**src/rtl/coriolis_stream_pkg.sv**
```systemverilog
`default_nettype none
// ============================================================================
// Module      : coriolis_stream_pkg
// Description : Shared widths and FSM encoding for the coriolis output stream
//               collector and its FIFO.
// Revision    : 1.0 - initial release
// ============================================================================
package coriolis_stream_pkg;

  // Default kernel stream word width and packed un/vn pair width
  localparam int C_STREAMW = 34;
  localparam int C_PAIRW   = 2 * C_STREAMW;

  // Collector run-control states
  typedef enum logic [1:0] {
    S_IDLE  = 2'd0,
    S_RUN   = 2'd1,
    S_DRAIN = 2'd2,
    S_DONE  = 2'd3
  } cor_state_e;

endpackage
`default_nettype wire

```
**src/rtl/coriolis_sync_fifo.sv**
```systemverilog
`default_nettype none
// ============================================================================
// Module      : coriolis_sync_fifo
// Description : First-word-fall-through synchronous FIFO with registered
//               storage. Writes are dropped when full and reads are ignored
//               when empty. rdata is forced to zero while empty.
// Revision    : 1.0 - initial release
// ============================================================================
module coriolis_sync_fifo #(
  parameter int WIDTH = 68,
  parameter int DEPTH = 4
) (
  input  logic             clk,
  input  logic             rst,
  input  logic             wr,
  input  logic [WIDTH-1:0] wdata,
  input  logic             rd,
  output logic [WIDTH-1:0] rdata,
  output logic             full,
  output logic             empty
);

  localparam int C_AW = (DEPTH > 1) ? $clog2(DEPTH) : 1;
  localparam int C_OW = C_AW + 1;
  localparam logic [C_OW-1:0] C_DEPTH = C_OW'(DEPTH);

  logic [WIDTH-1:0] mem_q [DEPTH];
  logic [C_AW-1:0]  wptr_q;
  logic [C_AW-1:0]  rptr_q;
  logic [C_OW-1:0]  occ_q;
  logic             w_do_wr;
  logic             w_do_rd;

  assign full    = (occ_q == C_DEPTH);
  assign empty   = (occ_q == '0);
  // A full FIFO never accepts a write, even when a read frees a slot this cycle
  assign w_do_wr = wr & ~full;
  assign w_do_rd = rd & ~empty;
  assign rdata   = empty ? '0 : mem_q[rptr_q];

  // Storage array: no reset needed, contents are only visible while occupied
  always_ff @(posedge clk) begin
    if (w_do_wr) begin
      mem_q[wptr_q] <= wdata;
    end
  end

  // Pointers wrap naturally at DEPTH; occupancy tracks the fill level
  always_ff @(posedge clk or negedge rst) begin
    if (!rst) begin
      wptr_q <= '0;
      rptr_q <= '0;
      occ_q  <= '0;
    end else begin
      if (w_do_wr) wptr_q <= wptr_q + 1'b1;
      if (w_do_rd) rptr_q <= rptr_q + 1'b1;
      case ({w_do_wr, w_do_rd})
        2'b10:   occ_q <= occ_q + 1'b1;
        2'b01:   occ_q <= occ_q - 1'b1;
        default: occ_q <= occ_q;
      endcase
    end
  end

endmodule
`default_nettype wire

```
**src/rtl/coriolis_ostream_collect.sv**
```systemverilog
`default_nettype none
// ============================================================================
// Module      : coriolis_ostream_collect
// Description : Collects the coriolis kernel's paired un/vn output streams,
//               packs each pair as {vn, un} into a small FWFT FIFO toward the
//               memory writer, and tracks a run of NELEM pairs.
//               Optional macro COR_OSTREAM_STATS_EN adds the stall_cnt port.
// Revision    : 1.0 - initial release
// ============================================================================
module coriolis_ostream_collect
  import coriolis_stream_pkg::*;
#(
  parameter int STREAMW = C_STREAMW,
  parameter int DEPTH   = 4,
  parameter int NELEM   = 1024,
  parameter int CNTW    = 32
) (
  input  logic                 clk,
  input  logic                 rst,
  input  logic                 start,
  input  logic                 ivalid,
  input  logic [STREAMW-1:0]   un_s0,
  input  logic [STREAMW-1:0]   vn_s0,
  output logic                 oready_un_s0,
  output logic                 oready_vn_s0,
  output logic [2*STREAMW-1:0] odata,
  output logic                 ovalid,
  input  logic                 oready,
  output logic                 busy,
  output logic                 done,
`ifdef COR_OSTREAM_STATS_EN
  output logic [CNTW-1:0]      stall_cnt,
`endif
  output logic [CNTW-1:0]      count
);

  localparam logic [CNTW-1:0] C_NELEM = CNTW'(NELEM);
  localparam logic [CNTW-1:0] C_LAST  = CNTW'(NELEM - 1);

  cor_state_e      state_q;
  logic [CNTW-1:0] in_cnt_q;
  logic [CNTW-1:0] in_cnt_d;
  logic [CNTW-1:0] count_q;
  logic [CNTW-1:0] count_d;
  logic            w_full;
  logic            w_empty;
  logic            w_ready;
  logic            w_accept;
  logic            w_read;
  logic            w_start;

  // Ready depends only on registered state and occupancy
  assign w_ready      = (state_q == S_RUN) & ~w_full;
  assign oready_un_s0 = w_ready;
  assign oready_vn_s0 = w_ready;
  assign w_accept     = ivalid & w_ready;
  assign ovalid       = ~w_empty;
  assign w_read       = ~w_empty & oready;
  assign w_start      = start & ((state_q == S_IDLE) | (state_q == S_DONE));
  assign busy         = (state_q == S_RUN) | (state_q == S_DRAIN);
  assign done         = (state_q == S_DONE);
  assign count        = count_q;

  coriolis_sync_fifo #(
    .WIDTH (2 * STREAMW),
    .DEPTH (DEPTH)
  ) u_fifo (
    .clk   (clk),
    .rst   (rst),
    .wr    (w_accept),
    .wdata ({vn_s0, un_s0}),
    .rd    (w_read),
    .rdata (odata),
    .full  (w_full),
    .empty (w_empty)
  );

  // Element counters: cleared on an accepted start, saturating at NELEM
  always_comb begin
    in_cnt_d = in_cnt_q;
    count_d  = count_q;
    if (w_start) begin
      in_cnt_d = '0;
      count_d  = '0;
    end else begin
      if (w_accept && (in_cnt_q != C_NELEM)) in_cnt_d = in_cnt_q + 1'b1;
      if (w_read && (count_q != C_NELEM))    count_d  = count_q + 1'b1;
    end
  end

  // Run-control FSM and counter registers
  always_ff @(posedge clk or negedge rst) begin
    if (!rst) begin
      state_q  <= S_IDLE;
      in_cnt_q <= '0;
      count_q  <= '0;
    end else begin
      in_cnt_q <= in_cnt_d;
      count_q  <= count_d;
      case (state_q)
        S_IDLE, S_DONE: if (start) state_q <= S_RUN;
        S_RUN:          if (w_accept && (in_cnt_q == C_LAST)) state_q <= S_DRAIN;
        S_DRAIN:        if (w_read && (count_q == C_LAST)) state_q <= S_DONE;
        default:        state_q <= S_IDLE;
      endcase
    end
  end

`ifdef COR_OSTREAM_STATS_EN
  logic [CNTW-1:0] stall_q;

  // Backpressure cycles seen while a run is active, saturating at all-ones
  always_ff @(posedge clk or negedge rst) begin
    if (!rst) begin
      stall_q <= '0;
    end else if (w_start) begin
      stall_q <= '0;
    end else if (busy && ovalid && !oready && (stall_q != '1)) begin
      stall_q <= stall_q + 1'b1;
    end
  end

  assign stall_cnt = stall_q;
`endif

endmodule
`default_nettype wire

```
**config.mk**
```make
export PLATFORM = sky130hd
export DESIGN_NAME = coriolis_ostream_collect
export DESIGN_NICKNAME = d
export VERILOG_FILES = /design/src/rtl/coriolis_stream_pkg.sv /design/src/rtl/coriolis_sync_fifo.sv /design/src/rtl/coriolis_ostream_collect.sv
export SDC_FILE = /design/constraint.sdc
export NUM_CORES = 1
export LEC_CHECK = 0
export CAP_MARGIN = 15
export CORE_MARGIN = 3
export CORE_UTILIZATION = 35
export CTS_BUF_LIST = sky130_fd_sc_hd__clkbuf_16
export DETAILED_ROUTE_END_ITERATION = 10
export HOLD_SLACK_MARGIN = 0.15
export SLEW_MARGIN = 40
export SYNTH_ARGS = -nofsm -noshare
export SYNTH_HDL_FRONTEND = slang
export SYNTH_SLANG_ARGS = --single-unit
```
**constraint.sdc**
```tcl
create_clock -name clk -period 2.85 [get_ports clk]
set_input_delay 0.285 -clock clk [delete_from_list [all_inputs] [get_ports clk]]
set_output_delay 0.285 -clock clk [all_outputs]
set_load 0.01 [all_outputs]
```
==> flow_summary.json, run 1 <==
{
  "ys_warn_count": 0,
  "die-area_mm2": 0.0433,
  "drtIter0Drc": 357,
  "cts-root-buf": "clkbuf_16",
  "final-hold-violation-count": 0,
  "worst_slew_pin_slew_ns": 0.594,
  "synth_most_common_cell": "edfxtp_1",
  "timing.fmax_mhz": 363,
  "cts-buffers-inserted": 39,
  "num-nets-final": 1170,
  "crit_arrival_ns": 2.47,
  "grt_pass1_vias": 8590,
  "dp_hpwl_mm": 18.8,
  "setup-violations-final": 0,
  "grtUsageTotal_pct": 14.4,
  "status": "completed",
  "cts_num_sinks": 345,
  "wl_mm": 31.3,
  "yosys.area.top_type": "edfxtp_1",
  "synth_cell_types": 47,
  "drc": 0,
  "insertion_delay_ns": 0.53,
  "dr_wl_met2_mm": 14.7,
  "ys_seq_area_share_pct": 70.0,
  "drtPass1Iterations": 6,
  "row_count": 73,
  "start_kind": "flip-flop",
  "wl_met3_mm": 1.64,
  "worst_slack_ns": 0.0921,
  "wirelength_met1_mm": 14.3,
  "synth_ff_type": "edfxtp_1",
  "die_x_um": 208,
  "start_util_pct": 35.7,
  "synthTopCellsByArea": "edfxtp_1 57%, dfrtp_1 13%, mux4_2 11%, and2_1 3.0%, xnor2_1 2.5%",
  "fin_util_pct": 45.9,
  "routedWlPerCell_um": 19.1,
  "clock-skew-final_ns": 0.0261,
  "cp_data_required_time_ns": 2.57,
  "vias": 8162,
  "die_h_um": 208,
  "hp-class": "input pin to asynchronous set/reset pin",
  "maxUsedRoutingLayer": "met5",
  "slew_headroom_pct": 60.4,
  "io_pins": 178,
  "synthesis.nets": 958,
  "grt_max_degree": 69,
  "grt-ovfl-total": 0,
  "cts-htree-levels": 2,
  "critPathCaptureType": "output pin",
  "ys_seq_elements": 345,
  "syn_to_final_growth_pct": 28.5,
  "crit_fanout": 56,
  "drive_above_1_share_pct": 16.6,
  "port_buffers": 177,
  "fin_crit_sh_pct": 96.8,
  "via_per_inst": 4.98,
  "cellPowerDensity_mw_per_mm2": 924,
  "core_area_mm2": 0.0400,
  "yosysTopAreaCellShare_pct": 57.2,
  "async_reset_ff_share_pct": 21.2,
  "ys_top_cells_by_count": "272 x edfxtp_1, 73 x dfrtp_1, 69 x and2_1",
  "detail-route-antenna-nets": 0,
  "cts_tree": "built",
  "p_leak_uw": 0.00662,
  "clk_pin_slew_ns": 0.06,
  "synth_edf_count": 272,
  "netlist_area_mm2": 0.0143,
  "grt_pass1_wl_mm": 49.8,
  "grt_antenna_before_repair": 3,
  "drv_slew": 0,
  "ir_drop_mv": 0.460,
  "cts_buffer_depth": 3,
  "maxCapViolations": 0,
  "place_congestion": 0.801,
  "synth_cells": 871,
  "detailedPlace.worstSlack_ns": 0.365,
  "antenna_cells": 0,
  "period_needed_ns": 2.76,
  "synth_area_per_cell_um2": 16.4,
  "critPathKind": "flip-flop to output pin"
}
==> state kept, by name, indices dropped and copies added, names as in the netlist <==
signal         count
u_fifo.wptr_q      2
u_fifo.rptr_q      2
state_q            2
u_fifo.occ_q       3
u_fifo.mem_q     272
count             32
in_cnt_q          32
==> timing repair <==
| item | in CTS | in global routing |
|---|---|---|
| setup endpoints to repair | 64 | 32 |
| gates resized for setup | 26 | 25 |
| gates cloned | 0 | 1 |
| hold endpoints to repair | 29 | 0 |
| buffers inserted | 1 | 4 |
| hold buffers | 1 | 0 |
==> cell families after synthesis <==
group                    Yosys count  share of synthesized area (%)
adder cells (fa/ha/maj)           14                           1.28
AO/OA/AOI/OAI                     29                           1.43
buffers and inverters             64                           1.86
multiplexers                      72                           11.0
flip-flops                       345                           70.0
XOR/XNOR                          57                           3.49
AND/OR/NAND/NOR                  290                           11.0
==> layer usage <==
metal	global-route usage (%)	vias up
li1	-	3747
met1	19.8	4171
met4	3.79	6
met3	3.39	45
met5	0	-
met2	23.2	193
==> area by class of cell <==
class                           instances  area [µm²]
Clock buffer                           40        1000
Fill cell                            3540       21600
Clock inverter                         31         313
Timing Repair Buffer                  213        2250
Tap cell                              525         657
Inverter                               22        82.6
Sequential cell                       345       10000
Multi-Input combinational cell        462        4060
==> power breakdown <==
group          leakage [µW]  switching, µW  internal, µW  total (µW)
clock network      0.000662           2000          3100        5100
registers           0.00345            245          6020        6260
logic               0.00251           2620          2980        5600
total               0.00662           4860         12100       17000
==> stage by stage <==
step	TNS, ns	std cells	instance area, µm²	hold slack [ns]	total power (µW)
after floorplan	0	871	14300	-0.0106	9430
after global placement	0	1560	16900	0.394	12100
after detailed placement	0	1560	16900	0.395	12200
after CTS	-0.0193	1633	18200	0.353	17200
after global routing	-0.00856	1638	18400	0.276	17900
final	0	1638	18400	0.251	17000
==> critical path, cell delays in order, from the launching register on <==
cell	delay, ns
dfrtp_1	0.43
or3_2	0.57
buf_12	0.20
and2_1	0.19
clkdlybuf4s50_1	0.50
==> final timing paths <==
kind | startpoint | end | slack [ns] | cells past startpoint
setup reg to reg | u_fifo.occ_q[1] | u_fifo.occ_q[2] | 0.41 | 9
hold / removal | rst | count[11] | 0.25 | 2
min in group clk | un_s0[11] | u_fifo.mem_q[0][11] | 0.39 | 1
hold reg to reg | u_fifo.wptr_q[0] | u_fifo.wptr_q[0] | 0.55 | 1
setup / recovery | u_fifo.occ_q[1] | odata[34] | 0.09 | 4
max in group asynchronous | rst | u_fifo.rptr_q[0] | 2.00 | 3
==> layout by cell type (no fill, tap or decap), types with 4 or more instances in the layout <==
master / count
clkinv_2: 8
or3_1: 7
nor3_1: 19
dlygate4sd2_1: 23
clkinv_1: 9
ha_1: 13
mux4_2: 68
bufinv_16: 6
nor2_1: 64
inv_1: 26
nand2_1: 35
a21oi_1: 9
clkdlybuf4s50_1: 132
o21ai_0: 6
dfrtp_1: 71
buf_4: 22
and3_4: 4
dlymetal6s2s_1: 21
nand4_1: 20
buf_12: 10
and3_1: 8
xnor2_1: 40
nor4_1: 28
clkbuf_16: 41
and2_1: 68
xor2_1: 17
edfxtp_1: 272
nand3_1: 21
Note: power is estimated with default switching activity, not from simulation.
==> run 2: changes to the inputs <==
SETUP_SLACK_MARGIN = 0.2   (was unset)
==> run 2 against run 1 <==
Wire length up 1.1%. Global-route usage up 0.22 points. Core utilization up 0.83 points. Sequential power about the same. Worst hold slack better by 0.0010 ns. Cell count up 1.3%. Non-clock buffer count up 22. First-iteration DRC count up 2.2%. Fmax up 0.16%. Critical path type unchanged. Critical path depth up 4.
==> flow_summary.json, run 2 (synthesized netlist as in run 1, its figures left out) <==
{
  "status": "completed",
  "rrSetupSlack_ns": 0.53,
  "cts-buffers-inserted": 39,
  "grt-ovfl-total": 0,
  "vias": 8270,
  "worst_slew_pin_slew_ns": 0.598,
  "postPlaceCellArea_mm2": 0.0169,
  "drtIter0Drc": 365,
  "hp-class": "input pin to asynchronous set/reset pin",
  "critPathKind": "flip-flop to output pin",
  "tns_ns": 0,
  "setup-violations-final": 0,
  "grt_antenna_before_repair": 3,
  "dp_cells": 1560,
  "drive_above_1_share_pct": 22.1,
  "p_leak_uw": 0.00690,
  "final_cell_mix": "272 x edfxtp_1, 114 x clkdlybuf4s50_1, 71 x dfrtp_1",
  "ir_drop_mv": 0.459,
  "cts-root-buf": "clkbuf_16",
  "critPathLaunch": "u_fifo.rptr_q[0]",
  "insertion_delay_ns": 0.53,
  "rr_worst_depth": 7,
  "cts_num_sinks": 345,
  "grt_pass1_vias": 8662,
  "drv_slew": 0,
  "crit_arrival_ns": 2.47,
  "finish.instance_area_mm2": 0.0187,
  "cts-htree-levels": 2,
  "finalNonFillerCells": 1660,
  "slowest_delay_ns": 0.58,
  "cts_buffer_depth": 3,
  "timing.fmax_mhz": 363,
  "antenna_cells": 0,
  "die_x_um": 208,
  "regMostFlops": "u_fifo.mem_q",
  "slew_headroom_pct": 60.1,
  "num-nets-final": 1192,
  "maxCapViolations": 0,
  "row_count": 73,
  "cp_data_required_time_ns": 2.57,
  "fin_crit_sh_pct": 96.6,
  "cp_slowest_cell": "dfrtp_4",
  "fin_util_pct": 46.7,
  "clock-skew-final_ns": 0.0246,
  "place_congestion": 0.801,
  "largest_register_ffs": 272,
  "final_common_cell": "edfxtp_1",
  "drc": 0,
  "syn_to_final_growth_pct": 30.9,
  "wl_mm": 31.6,
  "clk_pin_slew_ns": 0.06,
  "grt_max_degree": 69,
  "port_buffers": 177,
  "grtUsageTotal_pct": 14.6,
  "fillers": 3505,
  "detail-route-antenna-nets": 0,
  "grt_pass1_wl_mm": 50.5,
  "via_per_inst": 4.98,
  "final-hold-violation-count": 0,
  "io_pins": 178,
  "die_h_um": 208,
  "crit_fanout": 8,
  "routedWlPerCell_um": 19.1,
  "start_kind": "flip-flop",
  "core_area_mm2": 0.0400,
  "rsz0062_at_grt": "true",
  "path_cells": "buf_6 > buf_12 > buf_16 > buf_12 > buf_4 > mux4_2 > and2_4 > buf_6",
  "holdWs_ns": 0.252,
  "start_util_pct": 35.7,
  "rr_startpoint": "in_cnt_q[1]",
  "cts_tree": "built",
  "drtPass1Iterations": 6,
  "critPathCaptureType": "output pin",
  "period_needed_ns": 2.75,
  "dp_hpwl_mm": 18.8,
  "die-area_mm2": 0.0433,
  "cellPowerDensity_mw_per_mm2": 942,
  "r2r_end": "state_q[1]"
}
==> run 2: area by class of cell <==
class	count	area, µm²	area share [%]
Sequential cell	345	10000	53.5
Clock inverter	31	313	1.67
Multi-Input combinational cell	462	4090	21.9
Tap cell	525	657	3.51
Inverter	22	82.6	0.442
Clock buffer	40	1000	5.35
Timing Repair Buffer	235	2550	13.6
==> run 2: worst max-delay path, delay by kind of cell (launching register included) <==
kind	cells	cell delay, ns
flip-flops	1	0.58
AND/OR/NAND/NOR	1	0.17
multiplexers	1	0.41
buffers and inverters	6	0.79
==> run 2: routing by layer <==
layer | wire length [µm] | share of wire (%) | GRT usage [%]
met1 | 14300 | 45 | 20.3
met2 | 15000 | 48 | 23.4
met3 | 1630 | 5.1 | 3.41
met5 | 46 | 0.15 | 0
met4 | 612 | 1.9 | 3.79
==> run 2: report_power, final <==
part           switching [µW]  total [µW]  internal [µW]
Clock                    1990        5100           3100
Sequential                261        6280           6020
Combinational            2760        6240           3480
==> run 2: worst max-delay path by stage <==
stage	to	slack (ns)	cells past startpoint
6_report	odata[40]	0.1	8
5_1_grt	odata[40]	0.02	8
4_1_cts	odata[15]	0.03	4
3_5_place_dp	in_cnt_q[21]	0.36	6
3_3_place_gp	in_cnt_q[21]	0.40	6
2_1_floorplan	u_fifo.occ_q[2]	0.35	9
==> run 2: per-stage QoR <==
step / total power [µW] / setup WS (ns)
2_1_floorplan: 9430 / 0.352
5_1_grt: 18500 / 0.0193
6_report: 17600 / 0.0966
4_1_cts: 17600 / 0.0323
3_5_place_dp: 12200 / 0.365
3_3_place_gp: 12100 / 0.403
==> run 2: what timing repair did <==
action / CTS / global route
gates cloned: 3 / 0
pin swaps: 0 / 2
hold endpoints to repair: 29 / 0
hold buffers: 1 / 0
buffers inserted: 14 / 11
gates resized for setup: 93 / 109
endpoints found under the setup margin: 68 / 64
==> run 3: changes to the inputs <==
CORE_UTILIZATION = 50   (was 35)
PLACE_DENSITY = 0.76   (was unset)
==> run 3 against run 2 <==
Clock skew fell by 0.0051 ns. Largest power group unchanged. Core utilization rose by 19 points. Critical path depth fell by 3. Register-to-register slack barely moved. Critical endpoint is now odata[41]. Power fell by 6.1%. Largest cell class unchanged. Sequential cell count did not move.
==> flow_summary.json, run 3 (synthesized netlist as in run 1, its figures left out) <==
{
  "status": "completed",
  "hp-class": "input pin to asynchronous set/reset pin",
  "rrSetupSlack_ns": 0.54,
  "grt_pass1_vias": 8490,
  "grt_max_degree": 47,
  "antenna_cells": 0,
  "fin_util_pct": 65.6,
  "cts_tree": "built",
  "cellPowerDensity_mw_per_mm2": 902,
  "p_clk_share_pct": 26.2,
  "period_needed_ns": 2.71,
  "drtPass1Iterations": 5,
  "io_pins": 178,
  "die_h_um": 175,
  "critPathCaptureType": "output pin",
  "grt_antenna_before_repair": 4,
  "timing.fmax_mhz": 369,
  "finalNonFillerCells": 1526,
  "num-nets-final": 1209,
  "crit_fanout": 12,
  "worst_slack_ns": 0.138,
  "routedWlPerCell_um": 20.1,
  "syn_to_final_growth_pct": 28.3,
  "drc": 0,
  "cts-buffers-inserted": 37,
  "start_util_pct": 51.1,
  "fin_crit_sh_pct": 95.2,
  "grt-ovfl-total": 0,
  "setup-violations-final": 0,
  "die_x_um": 175,
  "dp_hpwl_mm": 19.8,
  "p_leak_uw": 0.00683,
  "detail-route-antenna-nets": 0,
  "final_common_cell": "edfxtp_1",
  "start_kind": "flip-flop",
  "tns_ns": 0,
  "crit_arrival_ns": 2.43,
  "seq_area_mm2": 0.0100,
  "clk_pin_slew_ns": 0.06,
  "slew_headroom_pct": 58.5,
  "ir_drop_mv": 0.531,
  "wl_mm": 30.7,
  "drtIter0Drc": 660,
  "cts-htree-levels": 2,
  "fillers": 1956,
  "row_count": 61,
  "via_per_inst": 5.52,
  "power.internal_uw": 11800,
  "regMostFlops": "u_fifo.mem_q",
  "grtUsageTotal_pct": 20.0,
  "critPathKind": "flip-flop to output pin",
  "path_cells": "buf_8 > buf_16 > mux4_2 > and2_1 > clkdlybuf4s50_1",
  "final_cell_mix": "272 x edfxtp_1, 118 x clkdlybuf4s50_1, 71 x dfrtp_1",
  "detailedPlace.worstSlack_ns": 0.400,
  "port_buffers": 177,
  "p_switching_uw": 4780,
  "worst_slew_pin_slew_ns": 0.623,
  "cts_buffer_depth": 3,
  "die-area_mm2": 0.0306,
  "clock-skew-final_ns": 0.0195,
  "cp_slowest_cell": "mux4_2",
  "vias": 8422,
  "place_congestion": 0.875,
  "rsz0062_at_grt": "true",
  "cts_num_sinks": 345,
  "switching_share_pct": 28.9,
  "p_comb_share_pct": 36.1,
  "largest_register_ffs": 272,
  "cp_data_required_time_ns": 2.57,
  "insertion_delay_ns": 0.51,
  "multi_input_area_mm2": 0.00407,
  "slowest_delay_ns": 0.52,
  "maxCapViolations": 0,
  "drv_slew": 0,
  "dp_cells": 1429,
  "cts-root-buf": "clkbuf_16",
  "seq_power_share_pct": 37.7,
  "core_area_mm2": 0.0279,
  "final-hold-violation-count": 0,
  "grt_pass1_wl_mm": 48.3,
  "drive_above_1_share_pct": 18.8
}
[run 3: cell types whose count changed in the layout (fill, tap and decap cells not counted), sizes merged, moves of 4 or more]
| cell | change |
|---|---|
| bufinv | -5 |
| clkdlybuf4s50 | +4 |
| clkinv | -4 |
| buf | -5 |
| dlymetal6s2s | -4 |
| clkbuf | -7 |
| inv | +6 |
| dlygate4sd2 | +25 |
| clkdlybuf4s15 | +4 |
[run 3: metrics by stage]
stage / area, µm² / power, µW / hold WS (ns)
CTS: 18000 / 16500 / 0.336
finish: 18300 / 16500 / 0.336
global route: 18300 / 17400 / 0.365
detailed placement: 16800 / 12100 / 0.327
floorplan: 14300 / 9430 / -0.0106
global placement: 16800 / 12000 / 0.330
[run 3: worst paths after layout]
kind                             startpoint                  end  cells past startpoint
max                        u_fifo.rptr_q[0]            odata[41]                      5
min                                     rst          in_cnt_q[7]                      2
max reg2reg                     in_cnt_q[1]           state_q[0]                      7
min reg2reg                u_fifo.wptr_q[0]     u_fifo.wptr_q[0]                      1
max in group asynchronous               rst     u_fifo.rptr_q[1]                      3
min in group clk                  un_s0[21]  u_fifo.mem_q[2][21]                      1
[run 3: per-layer routing]
metal  vias to the layer above  GRT usage (%)  routed length, µm
met1                      4276           27.6              13000
met3                        52           4.78               2070
li1                       3833              -                  -
met4                         8           4.32                556
met2                       253           32.8              15000
met5                         -              0                 48
[run 3: power by group through the flow]
stage / clock network (µW) / registers [µW] / logic, µW
final: 4330 / 6230 / 5970
after detailed placement: 0 / 6420 / 5700
after CTS: 4420 / 6230 / 5810
after global placement: 0 / 6380 / 5640
after floorplan: 0 / 6260 / 3170
after global routing: 4640 / 6280 / 6450
[run 3: what timing repair did]
item,in CTS,in global routing
buffers inserted,7,22
endpoints found under the hold margin,24,0
setup endpoints to repair,69,42
hold buffers,1,0
resized for setup,41,38
gates cloned,1,1
pin swaps,0,0
[run 3: critical path: cells and delay by family (launching register included)]
kind	cells	cell delay, ns
AND/OR/NAND/NOR	1	0.19
buffers and inverters	3	0.77
multiplexers	1	0.52
flip-flops	1	0.44
[run 3: layout make-up]
type | instances | area share (%)
Sequential cell | 345 | 54.6
Multi-Input combinational cell | 462 | 22.2
Timing Repair Buffer | 254 | 14.2
Clock buffer | 38 | 5.19
Tap cell | 378 | 2.58
Clock inverter | 27 | 0.833
Inverter | 22 | 0.450
